--- src/rtl/spi_flash_pkg.sv ---
// Shared types and opcode helpers for the SPI flash command scheduler.
// Opcodes follow the common 25-series serial flash command set.
package spi_flash_pkg;

  typedef enum logic [2:0] {
    ST_IDLE      = 3'd0,
    ST_WREN_GO   = 3'd1,
    ST_WREN_WAIT = 3'd2,
    ST_CMD_GO    = 3'd3,
    ST_CMD_WAIT  = 3'd4,
    ST_POLL_GO   = 3'd5,
    ST_POLL_WAIT = 3'd6,
    ST_RESP      = 3'd7
  } state_t;

  localparam logic [7:0] OP_WREN = 8'h06;
  localparam logic [7:0] OP_RDSR = 8'h05;
  localparam logic [7:0] OP_PP   = 8'h02;
  localparam logic [7:0] OP_READ = 8'h03;
  localparam logic [7:0] OP_SE   = 8'h20;
  localparam logic [7:0] OP_BE   = 8'hD8;
  localparam logic [7:0] OP_CE   = 8'hC7;
  localparam logic [7:0] OP_WRSR = 8'h01;

  // Write-class commands need a WREN before and a WIP poll after.
  function automatic logic is_write_class(input logic [7:0] op);
    return (op == OP_PP) || (op == OP_SE) || (op == OP_BE) ||
           (op == OP_CE) || (op == OP_WRSR);
  endfunction

  function automatic logic has_addr(input logic [7:0] op);
    return (op == OP_PP) || (op == OP_READ) || (op == OP_SE) || (op == OP_BE);
  endfunction

endpackage

--- src/rtl/spi_cmd_scheduler_if.sv ---
// Bundle of requester, response and shift-engine signals of the scheduler.
// rq_valid/rq_ready: a request transfers on a cycle where both bits are high;
// the requester holds rq_valid and its opcode/addr stable until that cycle.
interface spi_cmd_scheduler_if;
  import spi_flash_pkg::*;

  logic [1:0]  rq_valid;
  logic [1:0]  rq_ready;
  logic [7:0]  rq_opcode0;
  logic [7:0]  rq_opcode1;
  logic [23:0] rq_addr0;
  logic [23:0] rq_addr1;

  logic [1:0]  rsp_valid;
  logic        rsp_err;
  logic [7:0]  rsp_data;

  logic        eng_start;
  logic [7:0]  eng_opcode;
  logic [23:0] eng_addr;
  logic        eng_has_addr;
  logic        eng_done;
  logic [7:0]  eng_rdata;

  logic        busy;
  state_t      dbg_state;

  modport master (
    input  rq_valid, rq_opcode0, rq_opcode1, rq_addr0, rq_addr1,
    input  eng_done, eng_rdata,
    output rq_ready, rsp_valid, rsp_err, rsp_data,
    output eng_start, eng_opcode, eng_addr, eng_has_addr,
    output busy, dbg_state
  );

  modport slave (
    output rq_valid, rq_opcode0, rq_opcode1, rq_addr0, rq_addr1,
    output eng_done, eng_rdata,
    input  rq_ready, rsp_valid, rsp_err, rsp_data,
    input  eng_start, eng_opcode, eng_addr, eng_has_addr,
    input  busy, dbg_state
  );

endinterface

--- src/rtl/spi_rr_arbiter.sv ---
// Two-way round-robin arbiter; the last-grant register moves only when the
// owner of a command finishes, so a tie goes to whoever was not served last.
module spi_rr_arbiter (
  input  logic       clk,
  input  logic       rst_n,
  input  logic [1:0] req,
  input  logic       update,
  input  logic       upd_idx,
  output logic       grant_idx,
  output logic       grant_any
);

  logic last_q;

  always_ff @(posedge clk or negedge rst_n) begin
    if (!rst_n) begin
      last_q <= 1'b1;
    end else if (update) begin
      last_q <= upd_idx;
    end
  end

  always_comb begin
    grant_any = |req;
    if (&req) begin
      grant_idx = ~last_q;
    end else begin
      grant_idx = req[1];
    end
  end

endmodule

--- src/rtl/spi_cmd_scheduler.sv ---
// Serialises flash commands from two requesters onto one SPI shift engine,
// wrapping write-class commands in WREN + status polling until WIP clears.
module spi_cmd_scheduler
  import spi_flash_pkg::*;
#(
  parameter logic [15:0] POLL_LIMIT = 16'd1000,
  parameter int          WIP_BIT    = 0
) (
  input logic                 ACLK,
  input logic                 ARESETn,
  spi_cmd_scheduler_if.master bus
);

  state_t      state, state_next;
  logic [7:0]  op_q;
  logic [23:0] addr_q;
  logic        gnt_q;
  logic        err_q;
  logic [7:0]  data_q;
  logic [15:0] poll_q;

  logic        gnt_idx;
  logic        gnt_any;
  logic [7:0]  sel_op;
  logic [23:0] sel_addr;
  logic [15:0] poll_next;
  logic        wip;
  logic        timeout;

  spi_rr_arbiter u_arb (
    .clk       (ACLK),
    .rst_n     (ARESETn),
    .req       (bus.rq_valid),
    .update    (state == ST_RESP),
    .upd_idx   (gnt_q),
    .grant_idx (gnt_idx),
    .grant_any (gnt_any)
  );

  assign sel_op    = gnt_idx ? bus.rq_opcode1 : bus.rq_opcode0;
  assign sel_addr  = gnt_idx ? bus.rq_addr1   : bus.rq_addr0;
  assign poll_next = poll_q + 16'd1;
  assign wip       = bus.eng_rdata[WIP_BIT];
  assign timeout   = (poll_next == POLL_LIMIT);

  always_ff @(posedge ACLK or negedge ARESETn) begin
    if (!ARESETn) begin
      state <= ST_IDLE;
    end else begin
      state <= state_next;
    end
  end

  // eng_done only matters in the *_WAIT states; elsewhere it is ignored.
  always_comb begin
    state_next = state;
    case (state)
      ST_IDLE: begin
        if (gnt_any) begin
          state_next = is_write_class(sel_op) ? ST_WREN_GO : ST_CMD_GO;
        end
      end
      ST_WREN_GO:   state_next = ST_WREN_WAIT;
      ST_WREN_WAIT: if (bus.eng_done) state_next = ST_CMD_GO;
      ST_CMD_GO:    state_next = ST_CMD_WAIT;
      ST_CMD_WAIT: begin
        if (bus.eng_done) begin
          state_next = is_write_class(op_q) ? ST_POLL_GO : ST_RESP;
        end
      end
      ST_POLL_GO:   state_next = ST_POLL_WAIT;
      ST_POLL_WAIT: begin
        if (bus.eng_done) begin
          if (!wip || timeout) begin
            state_next = ST_RESP;
          end else begin
            state_next = ST_POLL_GO;
          end
        end
      end
      ST_RESP:      state_next = ST_IDLE;
      default:      state_next = ST_IDLE;
    endcase
  end

  always_comb begin
    bus.busy         = (state != ST_IDLE);
    bus.dbg_state    = state;
    bus.eng_start    = (state == ST_WREN_GO) || (state == ST_CMD_GO) ||
                       (state == ST_POLL_GO);
    bus.rq_ready     = 2'b00;
    bus.rsp_valid    = 2'b00;
    bus.rsp_err      = err_q;
    bus.rsp_data     = data_q;
    bus.eng_opcode   = 8'h00;
    bus.eng_addr     = 24'h000000;
    bus.eng_has_addr = 1'b0;
    // Gating with ARESETn keeps rq_ready low while reset is held.
    if ((state == ST_IDLE) && ARESETn && gnt_any) begin
      bus.rq_ready = gnt_idx ? 2'b10 : 2'b01;
    end
    if (state == ST_RESP) begin
      bus.rsp_valid = gnt_q ? 2'b10 : 2'b01;
    end
    case (state)
      ST_WREN_GO, ST_WREN_WAIT: begin
        bus.eng_opcode = OP_WREN;
      end
      ST_CMD_GO, ST_CMD_WAIT: begin
        bus.eng_opcode   = op_q;
        bus.eng_has_addr = has_addr(op_q);
        bus.eng_addr     = has_addr(op_q) ? addr_q : 24'h000000;
      end
      ST_POLL_GO, ST_POLL_WAIT: begin
        bus.eng_opcode = OP_RDSR;
      end
      default: begin
      end
    endcase
  end

  always_ff @(posedge ACLK or negedge ARESETn) begin
    if (!ARESETn) begin
      op_q   <= 8'h00;
      addr_q <= 24'h000000;
      gnt_q  <= 1'b0;
      err_q  <= 1'b0;
      data_q <= 8'h00;
      poll_q <= 16'd0;
    end else begin
      case (state)
        ST_IDLE: begin
          if (gnt_any) begin
            op_q   <= sel_op;
            addr_q <= sel_addr;
            gnt_q  <= gnt_idx;
            err_q  <= 1'b0;
          end
        end
        ST_CMD_WAIT: begin
          if (bus.eng_done) begin
            data_q <= bus.eng_rdata;
            poll_q <= 16'd0;
          end
        end
        ST_POLL_WAIT: begin
          if (bus.eng_done && wip) begin
            poll_q <= poll_next;
            if (timeout) begin
              err_q <= 1'b1;
            end
          end
        end
        default: begin
        end
      endcase
    end
  end

endmodule

--- src/flat_wrapper.sv ---
// flat-port wrapper written by rule: the top's interface ports become plain ports
module spi_cmd_scheduler_flat import spi_flash_pkg::*;
#(
  parameter logic [15:0] POLL_LIMIT = 16'd1000,
  parameter int          WIP_BIT    = 0
)
  (ACLK, ARESETn, bus_rq_valid, bus_rq_opcode0, bus_rq_opcode1, bus_rq_addr0, bus_rq_addr1, bus_eng_done, bus_eng_rdata, bus_rq_ready, bus_rsp_valid, bus_rsp_err, bus_rsp_data, bus_eng_start, bus_eng_opcode, bus_eng_addr, bus_eng_has_addr, bus_busy, bus_dbg_state);
  spi_cmd_scheduler_if bus_i ();
  input logic ACLK;
  input logic ARESETn;
  input wire logic [$bits(bus_i.rq_valid)-1:0] bus_rq_valid;
  input wire logic [$bits(bus_i.rq_opcode0)-1:0] bus_rq_opcode0;
  input wire logic [$bits(bus_i.rq_opcode1)-1:0] bus_rq_opcode1;
  input wire logic [$bits(bus_i.rq_addr0)-1:0] bus_rq_addr0;
  input wire logic [$bits(bus_i.rq_addr1)-1:0] bus_rq_addr1;
  input wire logic [$bits(bus_i.eng_done)-1:0] bus_eng_done;
  input wire logic [$bits(bus_i.eng_rdata)-1:0] bus_eng_rdata;
  output wire logic [$bits(bus_i.rq_ready)-1:0] bus_rq_ready;
  output wire logic [$bits(bus_i.rsp_valid)-1:0] bus_rsp_valid;
  output wire logic [$bits(bus_i.rsp_err)-1:0] bus_rsp_err;
  output wire logic [$bits(bus_i.rsp_data)-1:0] bus_rsp_data;
  output wire logic [$bits(bus_i.eng_start)-1:0] bus_eng_start;
  output wire logic [$bits(bus_i.eng_opcode)-1:0] bus_eng_opcode;
  output wire logic [$bits(bus_i.eng_addr)-1:0] bus_eng_addr;
  output wire logic [$bits(bus_i.eng_has_addr)-1:0] bus_eng_has_addr;
  output wire logic [$bits(bus_i.busy)-1:0] bus_busy;
  output wire logic [$bits(bus_i.dbg_state)-1:0] bus_dbg_state;
  assign bus_i.rq_valid = bus_rq_valid;
  assign bus_i.rq_opcode0 = bus_rq_opcode0;
  assign bus_i.rq_opcode1 = bus_rq_opcode1;
  assign bus_i.rq_addr0 = bus_rq_addr0;
  assign bus_i.rq_addr1 = bus_rq_addr1;
  assign bus_i.eng_done = bus_eng_done;
  assign bus_i.eng_rdata = bus_eng_rdata;
  assign bus_rq_ready = bus_i.rq_ready;
  assign bus_rsp_valid = bus_i.rsp_valid;
  assign bus_rsp_err = bus_i.rsp_err;
  assign bus_rsp_data = bus_i.rsp_data;
  assign bus_eng_start = bus_i.eng_start;
  assign bus_eng_opcode = bus_i.eng_opcode;
  assign bus_eng_addr = bus_i.eng_addr;
  assign bus_eng_has_addr = bus_i.eng_has_addr;
  assign bus_busy = bus_i.busy;
  assign bus_dbg_state = bus_i.dbg_state;
  spi_cmd_scheduler #(.POLL_LIMIT(POLL_LIMIT), .WIP_BIT(WIP_BIT)) u_core (.ACLK(ACLK), .ARESETn(ARESETn), .bus(bus_i));
endmodule
--- config.mk ---
export PLATFORM = sky130hd
export DESIGN_NAME = spi_cmd_scheduler_flat
export DESIGN_NICKNAME = d
export VERILOG_FILES = /design/src/rtl/spi_flash_pkg.sv /design/src/rtl/spi_cmd_scheduler_if.sv /design/src/rtl/spi_rr_arbiter.sv /design/src/rtl/spi_cmd_scheduler.sv /design/src/flat_wrapper.sv
export SDC_FILE = /design/constraint.sdc
export NUM_CORES = 1
export LEC_CHECK = 0
export ABC_AREA = 1
export CAP_MARGIN = 20
export CORE_MARGIN = 2
export CORE_UTILIZATION = 45
export CTS_CLUSTER_DIAMETER = 200
export DETAILED_ROUTE_END_ITERATION = 8
export MAX_ROUTING_LAYER = met4
export PLACE_DENSITY = 0.86
export SLEW_MARGIN = 0
export SYNTH_ARGS = -nofsm -noshare
export SYNTH_HDL_FRONTEND = slang
export SYNTH_HIERARCHICAL = 1
export SYNTH_SLANG_ARGS = --single-unit
--- constraint.sdc ---
create_clock -name ACLK -period 3.5 [get_ports ACLK]
set_clock_uncertainty 0.15 [all_clocks]
set_input_delay 0.7 -clock ACLK [delete_from_list [all_inputs] [get_ports ACLK]]
set_output_delay 0.7 -clock ACLK [all_outputs]
set_load 0.01 [all_outputs]
[Word-level counts from Yosys, hierarchy flattened]
Cells that the tools add are included.
W data, S select, Z words.
Storage, ports and cells
  flip-flop bits (word level): 62
  input bits: 77
Cells by class
  add/sub/neg operators: 1
  multiplexer cells: 26
  reductions and logical operators: 32
  bitwise logic cells: 1
  equality and inequality tests: 25
Operators by type and width (number)
  $mux W24: 3
  $eq A8 B8 Y1 const B: 4
  $mux W16: 2
  $pmux W16 S2: 1
  $eq A8 B2 Y1 const B: 3
  $pmux W3 S8: 1
  $pmux W8 S3: 1
  $add A16 B1 Y16 const B: 1
  $eq A16 B10 Y1 const B: 1
  $eq A8 B1 Y1 const B: 2
  $eq A8 B6 Y1 const B: 2
  $logic_or A1 B1 Y1: 14
  $mux W2: 7
  $eq A3 B3 Y1 const B: 4
  $mux W3: 4
  $mux W8: 1
  $reduce_and A4 Y1: 2
  $reduce_or A2 Y1: 4
  $eq A3 B2 Y1 const B: 2
  $ne A2 B1 Y1 const B: 3
  $ne A2 B2 Y1 const B: 3
  $reduce_and A2 Y1: 3
  $mux W1: 5
  $reduce_bool A2 Y1: 2
  8 further kinds: 10

[Depth between registers and ports, before layout]
Gate-level depths: netlist of run 1.
  depth in word-level cells: 11
  gate-level depth with buffers: 16
  gate-level depth less buffers: 16

[Cells and area by module]
Netlist of run 1, hierarchy kept.
Modules (own cells, without submodules)
  spi_cmd_scheduler: cells an instance 513, instances 1, area each 3599.7 µm²
  spi_rr_arbiter: cells an instance 8, instances 1, area each 56.3 µm²

[Worst setup path before layout of run 1]
Ideal clock, no wire load.
  kind: input to output
  from: input bus_rq_valid[1]
  to: output bus_rq_ready[1]
  slack: 1.045 ns
  data required time: 2.650 ns
  cell stages on the path: 6
  arrival time: 1.605 ns
  path buffers: 2
  cell sequence: inv_1 > a21oi_1 > buf_2 > buf_1 > nand2_1 > nor2_1
On the way
  cells in the longest elaborated chain, start to end: 4
Ends and longest elaborated chain
  from (decl): RTL line flat_wrapper.sv:11  | input wire logic [$bits(bus_i.rq_valid)-1:0] bus_rq_valid;
  $reduce_and A2 Y1: RTL line spi_rr_arbiter.sv:25  | if (&req) begin
  $mux W1 (*): RTL line spi_rr_arbiter.sv:25
  net u_core.gnt_idx: RTL line spi_cmd_scheduler.sv:22  | logic gnt_idx;
  $mux W2 (*): RTL line spi_cmd_scheduler.sv:100  | bus.rq_ready = gnt_idx ? 2'b10 : 2'b01;
  $mux W2 (*): RTL line spi_cmd_scheduler.sv:99  | if ((state == ST_IDLE) && ARESETn && gnt_any) begin
  to (decl): RTL line flat_wrapper.sv:18  | output wire logic [$bits(bus_i.rq_ready)-1:0] bus_rq_ready;
The timed path passes the listed nets; every way through them passes the cells marked *.

[Worst setup path in the final report of run 1]
  from: register u_core.op_q[6]
  to: output bus_eng_addr[9]
On the way
  cells in the longest elaborated chain, start to end: 6
Ends and longest elaborated chain
  from (decl): RTL line spi_cmd_scheduler.sv:15  | logic [7:0] op_q;
  from (signal assigned): RTL line spi_cmd_scheduler.sv:134  | op_q <= sel_op;
  $eq A8 B2 Y1: RTL line spi_flash_pkg.sv:32  | return (op == OP_PP) || (op == OP_READ) || (op == OP_SE) || (op == OP_BE);
  $logic_or A1 B1 Y1 (2 in a row): RTL line spi_flash_pkg.sv:32
  $logic_or A1 B1 Y1 (*): RTL line spi_flash_pkg.sv:32
  $mux W24 (*): RTL line spi_cmd_scheduler.sv:112  | bus.eng_addr = has_addr(op_q) ? addr_q : 24'h000000;
  $mux W24 (*): RTL line spi_cmd_scheduler.sv:105  | case (state)
  to (decl): RTL line flat_wrapper.sv:24  | output wire logic [$bits(bus_i.eng_addr)-1:0] bus_eng_addr;
Every way passes the cells marked *; elsewhere a longest branch is shown, timed or not.

==> out/qor.txt, run 1 <==
Core Area -> 7810 sq um
RSZ-0062 raised after global routing -> false
Commonest non-fill, non-tap cells in the layout -> clkdlybuf4s50_1, nand2_1, inv_1
Largest net degree at the start of global routing -> 63
Cell Area, Synth -> 3660 sq um
Switching pwr -> 0.00136 W
Root buffer cell -> clkbuf_8
Count of final setup violators -> 0
Reg-to-Reg End -> u_core/bus.dbg_state[1]$_DFFE_PN0P_
PD cells -> 659 nW/um^2
Slew Viols, Final -> 0
GRT Util Overall -> 0.260
# port buffers -> 127
Area growth syn-to-layout -> 43.3%
Relative slew slack -> 0.492
Final Net Count -> 727
Vias -> 3881
DR top layer -> met4
First-pass detailed-route iteration total -> 5
Vias in the first global route -> 3774
HP Class -> reg2reg
Initial core utilization -> 0.468
# hold bufs at CTS -> 0
Clock Power Share -> 0.185
Switching Share -> 0.393
Final number of hold-violating endpoints -> 0
Clock sinks -> 62
Type of origin of the critical path -> register
Share of layout cells above drive strength 1 -> 0.0612
Max Clk Rate -> 0.298 GHz
Req. time, crit path -> 2.65 ns
Post-synth cell types -> 31
Reg power frac -> 0.375
End of the critical path -> bus_eng_addr[9]
Synth area leader -> dfrtp_1
Post-cts gate resize count -> 0
H-tree lvl count -> 3
First-pass GRT wire length -> 17400 um
Most common cell after layout, fill and taps aside -> clkdlybuf4s50_1
Clock tree from TritonCTS -> done
VDD IR-drop max -> 0.430 mV
Grt ovf -> 0
Routability Congestion -> 0.893
FF-to-FF Start -> u_core/u_arb/last_q$_DFFE_PN1P_
Tcrit/Tclk final -> 0.959
Tmin final -> 3.36 ns
Metal1 wirelength -> 4360 um
Crit path launch -> u_core/op_q[6]$_DFFE_PN0P_
Worst EP arrival -> 2.51 ns
Initial DRC count -> 279
Pleak -> 2.42 nW
Synthesized net count -> 599
DRC viols -> 0
Top cell type's share of synthesized area -> 0.418
CTS buffer count -> 9
FILL cells -> 609
Post CTS Setup Buffer Count -> 0
Hold_ws -> 0.344 ns
Die Y -> 94.1 um
Synth warn -> 6
Area of the multi-input gates -> 1630 sq um
HPWL after DPL -> 8040 um
# rows -> 32
Status -> complete, no violations
Internal power -> 0.00210 W
Gate power share -> 0.441
IO Pins -> 128
Clock buffer depth -> 2
FF-to-FF setup slack -> 0.82 ns
Die outline area -> 8860 sq um
DR vias/cell -> 5.13
Met3 wire length -> 747 um
Max Cap Viol -> 0
Post-synthesis instance total -> 521
Clk Latency, worst-skew pair -> 0.33 ns
Seq/Total Area, Yosys -> 0.425
Setup TNS Final -> 0 ns
Final ANT Viol Nets -> 0
Synthesized area per cell -> 7.02 sq um
#FFs+latches synth -> 62
Die width -> 94.1 um
Worst slew pin tran -> 0.762 ns
Antenna violations before repair -> 0
Dominant cells by area after synthesis -> dfrtp_1, nand2_1, inv_1
Clock transition at path regs -> 0.07 ns
Post-Route WL -> 10500 um
N_diodes -> 0
Kind of critical path -> reg2out
Max Fanout on Critical Path -> 25
Met2 Wirelength -> 5180 um
Worst R2R Path Depth -> 11
Routed WL per cell -> 13.9 um
FF/Latch Area -> 1550 sq um
Final core occ -> 0.671
Crit. End Element -> output port
==> registers in the layout (all words and copies together), names as in the netlist <==
signal / flops
u_core/bus.dbg_state: 3
u_core/gnt_q: 1
u_core/op_q: 8
u_core/poll_q: 16
u_core/addr_q: 24
u_core/u_arb/last_q: 1
u_core/bus.rsp_err: 1
u_core/bus.rsp_data: 8
==> power groups by stage <==
stage	Sequential, W	Combinational, W	Clock [W]
floorplan	0.00126	0.000864	0
global placement	0.00128	0.00144	0
detailed placement	0.00130	0.00150	0
CTS	0.00129	0.00151	0.000651
global route	0.00134	0.00170	0.000682
finish	0.00129	0.00152	0.000638
==> critical path: stages, from the launching register on <==
cell and delay (ns):
dfrtp_1 0.38, inv_1 0.09, nand2_1 0.12, nor3_1 0.24
nand3_1 0.17, o311ai_0 0.14, nand2_1 0.08, buf_4 0.23
nor2_1 0.13, clkdlybuf4s50_1 0.57
==> per-stage QoR <==
stage / area [sq um] / worst slack, ns / instances / power, W
global route: 5240 / 0.0146 / 756 / 0.00371
CTS: 5240 / 0.172 / 756 / 0.00345
global placement: 5040 / 0.369 / 740 / 0.00272
finish: 5240 / 0.143 / 756 / 0.00346
floorplan: 3660 / 1.04 / 521 / 0.00213
detailed placement: 5040 / 0.277 / 740 / 0.00280
==> logic make-up after synthesis <==
kind of cell | share of synthesized area
buffers and inverters | 0.134
adders and majority gates | 0.00342
xor gates and xnor gates | 0.00240
muxes | 0.0216
and+or+nand+nor | 0.250
AOI/OAI and AO/OA | 0.164
DFF | 0.425
==> routing by layer <==
layer  GRT usage  vias to the layer above
met2       0.423                      182
met1       0.317                     1777
li1            -                     1899
met4       0.105                        0
met5           -                        -
met3      0.0554                       23
==> how the worst min path moves through the flow <==
| stage | end | from | slack, ns | cells after the start |
|---|---|---|---|---|
| 2_1_floorplan | u_core/addr_q[0]$_DFFE_PN0P_ | ARESETn | 0.25 | 0 |
| 3_3_place_gp | u_core/bus.rsp_data[0]$_DFFE_PN0P_ | u_core/bus.rsp_data[0]$_DFFE_PN0P_ | 0.33 | 2 |
| 3_5_place_dp | u_core/bus.rsp_data[0]$_DFFE_PN0P_ | u_core/bus.rsp_data[0]$_DFFE_PN0P_ | 0.34 | 2 |
| 4_1_cts | u_core/bus.rsp_data[0]$_DFFE_PN0P_ | u_core/bus.rsp_data[0]$_DFFE_PN0P_ | 0.36 | 2 |
| 5_1_grt | u_core/u_arb/last_q$_DFFE_PN1P_ | u_core/u_arb/last_q$_DFFE_PN1P_ | 0.36 | 2 |
| 6_report | u_core/bus.rsp_data[0]$_DFFE_PN0P_ | u_core/bus.rsp_data[0]$_DFFE_PN0P_ | 0.34 | 2 |
==> layout make-up <==
class | count | share of cell area
multi-input combinational | 333 | 0.311
sequential | 62 | 0.296
timing repair buffer | 134 | 0.252
inverter | 109 | 0.0781
clock buffer | 13 | 0.0303
tap | 102 | 0.0244
clock inverter | 3 | 0.00812
==> cell usage after synthesis <==
cell type / instances
o21bai_1: 1
a22oi_1: 2
mux2_2: 7
nand2_1: 123
o311ai_0: 1
o211ai_1: 24
nand2_2: 1
dfrtp_1: 61
or2_1: 1
o21ai_0: 58
a31oi_1: 1
nor3_2: 1
dfstp_2: 1
buf_4: 2
nor2_1: 54
nand3b_1: 2
nand3_1: 17
ha_1: 1
clkbuf_1: 7
a21oi_1: 7
buf_1: 1
nor3_1: 9
inv_2: 2
buf_2: 7
nand4_1: 8
nor2_2: 5
o21ai_1: 1
o22ai_1: 7
xnor2_1: 1
a22o_1: 1
inv_1: 107
No activity file was read; power rests on OpenSTA's default activity.
==> run 2: changes to the inputs <==
CORE_UTILIZATION = 49   (was 45)
PLACE_DENSITY = 0.92   (was 0.86)
==> out/qor.txt, run 2 (synthesis results as in run 1) <==
H-tree lvl count -> 3 (unchanged)
First-pass detailed-route iteration total -> 6 (+1)
Pwr Total -> 0.00351 W (+1.7%)
Initial DRC count -> 264 (-5.4%)
GRT Util Overall -> 0.262 (+0.00172)
Clock tree from TritonCTS -> done
DR vias/cell -> 5.14 (+0.12%)
HPWL after DPL -> 7590 um (-5.7%)
Met3 wire length -> 770 um (+3.1%)
Die Y -> 90.4 um (-4.0%)
First-pass GRT wire length -> 16700 um (-4.3%)
VDD IR-drop max -> 0.248 mV (-42%)
# port buffers -> 127 (unchanged)
N_diodes -> 0 (unchanged)
Routed WL per cell -> 13.4 um (-4.0%)
Tmin final -> 3.32 ns (-0.0375 ns)
Clock transition at path regs -> 0.07 ns (about the same)
Clock buffer depth -> 2 (unchanged)
Max Fanout on Critical Path -> 25 (unchanged)
Worst EP arrival -> 2.47 ns (-0.04 ns)
Grt ovf -> 0 (unchanged)
Commonest non-fill, non-tap cells in the layout -> clkdlybuf4s50_1, nand2_1, inv_1
FF/Latch Area -> 1550 sq um (unchanged)
DR top layer -> met4
Largest net degree at the start of global routing -> 63 (unchanged)
# rows -> 31 (-3.1%)
Routability Congestion -> 0.890 (-0.27%)
Relative slew slack -> 0.494 (+0.00224)
Core Area -> 7250 sq um (-7.1%)
Max Cap Viol -> 0 (unchanged)
CTS buffer count -> 9 (unchanged)
Area of the multi-input gates -> 1630 sq um (unchanged)
FILL cells -> 550 (-9.7%)
Largest Register -> u_core/addr_q
Slew Viols, Final -> 0 (unchanged)
Root buffer cell -> clkbuf_8
Clk Latency, worst-skew pair -> 0.34 ns (about the same)
Most common cell after layout, fill and taps aside -> clkdlybuf4s50_1
DRC viols -> 0 (unchanged)
Post CTS Setup Buffer Count -> 0 (unchanged)
Kind of critical path -> reg2out
Tcrit/Tclk final -> 0.949 (-0.0107)
Pleak -> 2.44 nW (+0.69%)
Final core occ -> 0.725 (+0.0535)
Final number of hold-violating endpoints -> 0 (unchanged)
Final ANT Viol Nets -> 0 (unchanged)
Post-Route WL -> 10000 um (-4.5%)
RSZ-0062 raised after global routing -> false
Placed cells -> 737 (-0.41%)
Metal1 wirelength -> 4040 um (-7.3%)
Met2 Wirelength -> 4930 um (-4.8%)
IO Pins -> 128 (unchanged)
HP Class -> reg2reg
Largest regs -> u_core/addr_q x24, u_core/poll_q x16
Type of origin of the critical path -> register
Final setup margin -> 0.180 ns (+0.0375 ns)
# hold bufs at CTS -> 0 (unchanged)
Share of layout cells above drive strength 1 -> 0.0628 (+0.00163)
Die width -> 90.4 um (-4.0%)
Max Clk Rate -> 0.301 GHz (+1.1%)
Req. time, crit path -> 2.65 ns (about the same)
Crit. End Element -> output port
Clock sinks -> 62 (unchanged)
Area growth syn-to-layout -> 43.8%
Vias -> 3865 (-0.41%)
Die outline area -> 8170 sq um (-7.8%)
Max reg flops -> 24 (unchanged)
Worst slew pin tran -> 0.759 ns (-0.00337 ns)
Pre-CTS setup slack -> 0.337 ns (+0.0603 ns)
Vias in the first global route -> 3768 (-0.16%)
Setup TNS Final -> 0 ns (unchanged)
Post-cts gate resize count -> 0 (unchanged)
Final Net Count -> 727 (unchanged)
Count of final setup violators -> 0 (unchanged)
Status -> complete, no violations
Initial core utilization -> 0.504 (+0.0358)
Antenna violations before repair -> 0 (unchanged)
Layout Cells excl Fill -> 752 (-0.53%)
PD cells -> 668 nW/um^2 (+1.4%)
## run 2: final timing paths
check / start / to / slack [ns] / cells after the start
min in group asynchronous: ARESETn / u_core/bus.rsp_data[6]$_DFFE_PN0P_ / 0.40 / 2
worst max register to register: u_core/u_arb/last_q$_DFFE_PN1P_ / u_core/bus.dbg_state[1]$_DFFE_PN0P_ / 1.09 / 10
worst max-delay path: u_core/bus.dbg_state[0]$_DFFE_PN0P_ / bus_eng_addr[23] / 0.18 / 9
worst min-delay path: u_core/bus.rsp_data[0]$_DFFE_PN0P_ / u_core/bus.rsp_data[0]$_DFFE_PN0P_ / 0.33 / 2
worst min register to register: u_core/bus.rsp_data[0]$_DFFE_PN0P_ / u_core/bus.rsp_data[0]$_DFFE_PN0P_ / 0.33 / 2
max in group asynchronous: ARESETn / u_core/addr_q[19]$_DFFE_PN0P_ / 2.31 / 2
## run 2: layer usage
layer / vias to the layer above / global-route usage
met3: 33 / 0.0684
met2: 171 / 0.435
li1: 1906 / -
met4: 0 / 0.119
met1: 1755 / 0.298
met5: - / -
## run 2: where the power goes
| group | total, W | leakage [nW] | internal [W] | switching [W] |
|---|---|---|---|---|
| clock network | 0.000707 | 0.115 | 0.000433 | 0.000274 |
| registers | 0.00129 | 0.775 | 0.00106 | 0.000228 |
| logic | 0.00152 | 1.55 | 0.000672 | 0.000849 |
| total | 0.00351 | 2.44 | 0.00216 | 0.00135 |
## run 2: area by class of cell
| type | count | area share |
|---|---|---|
| clock inverters | 4 | 0.0133 |
| flip-flops and latches | 62 | 0.295 |
| clock buffers | 11 | 0.0288 |
| multi-input cells | 333 | 0.310 |
| well taps | 99 | 0.0236 |
| inverters | 109 | 0.0778 |
| repair buffers | 134 | 0.251 |
## run 2: worst max-delay path, cell delays in order, from the launching register on
cell and delay (ns):
dfrtp_1 0.45, nor2_1 0.22, inv_1 0.09, nor2_1 0.13
inv_1 0.07, nand2_1 0.15, nand2_1 0.07, buf_4 0.23
nor2_1 0.12, clkdlybuf4s50_1 0.58
## run 2: stage by stage
| stage | instance area [sq um] | hold WS [ns] |
|---|---|---|
| 3_3_place_gp | 5030 | 0.321 |
| 4_1_cts | 5260 | 0.339 |
| 3_5_place_dp | 5030 | 0.323 |
| 2_1_floorplan | 3660 | 0.254 |
| 5_1_grt | 5260 | 0.361 |
| 6_report | 5260 | 0.334 |
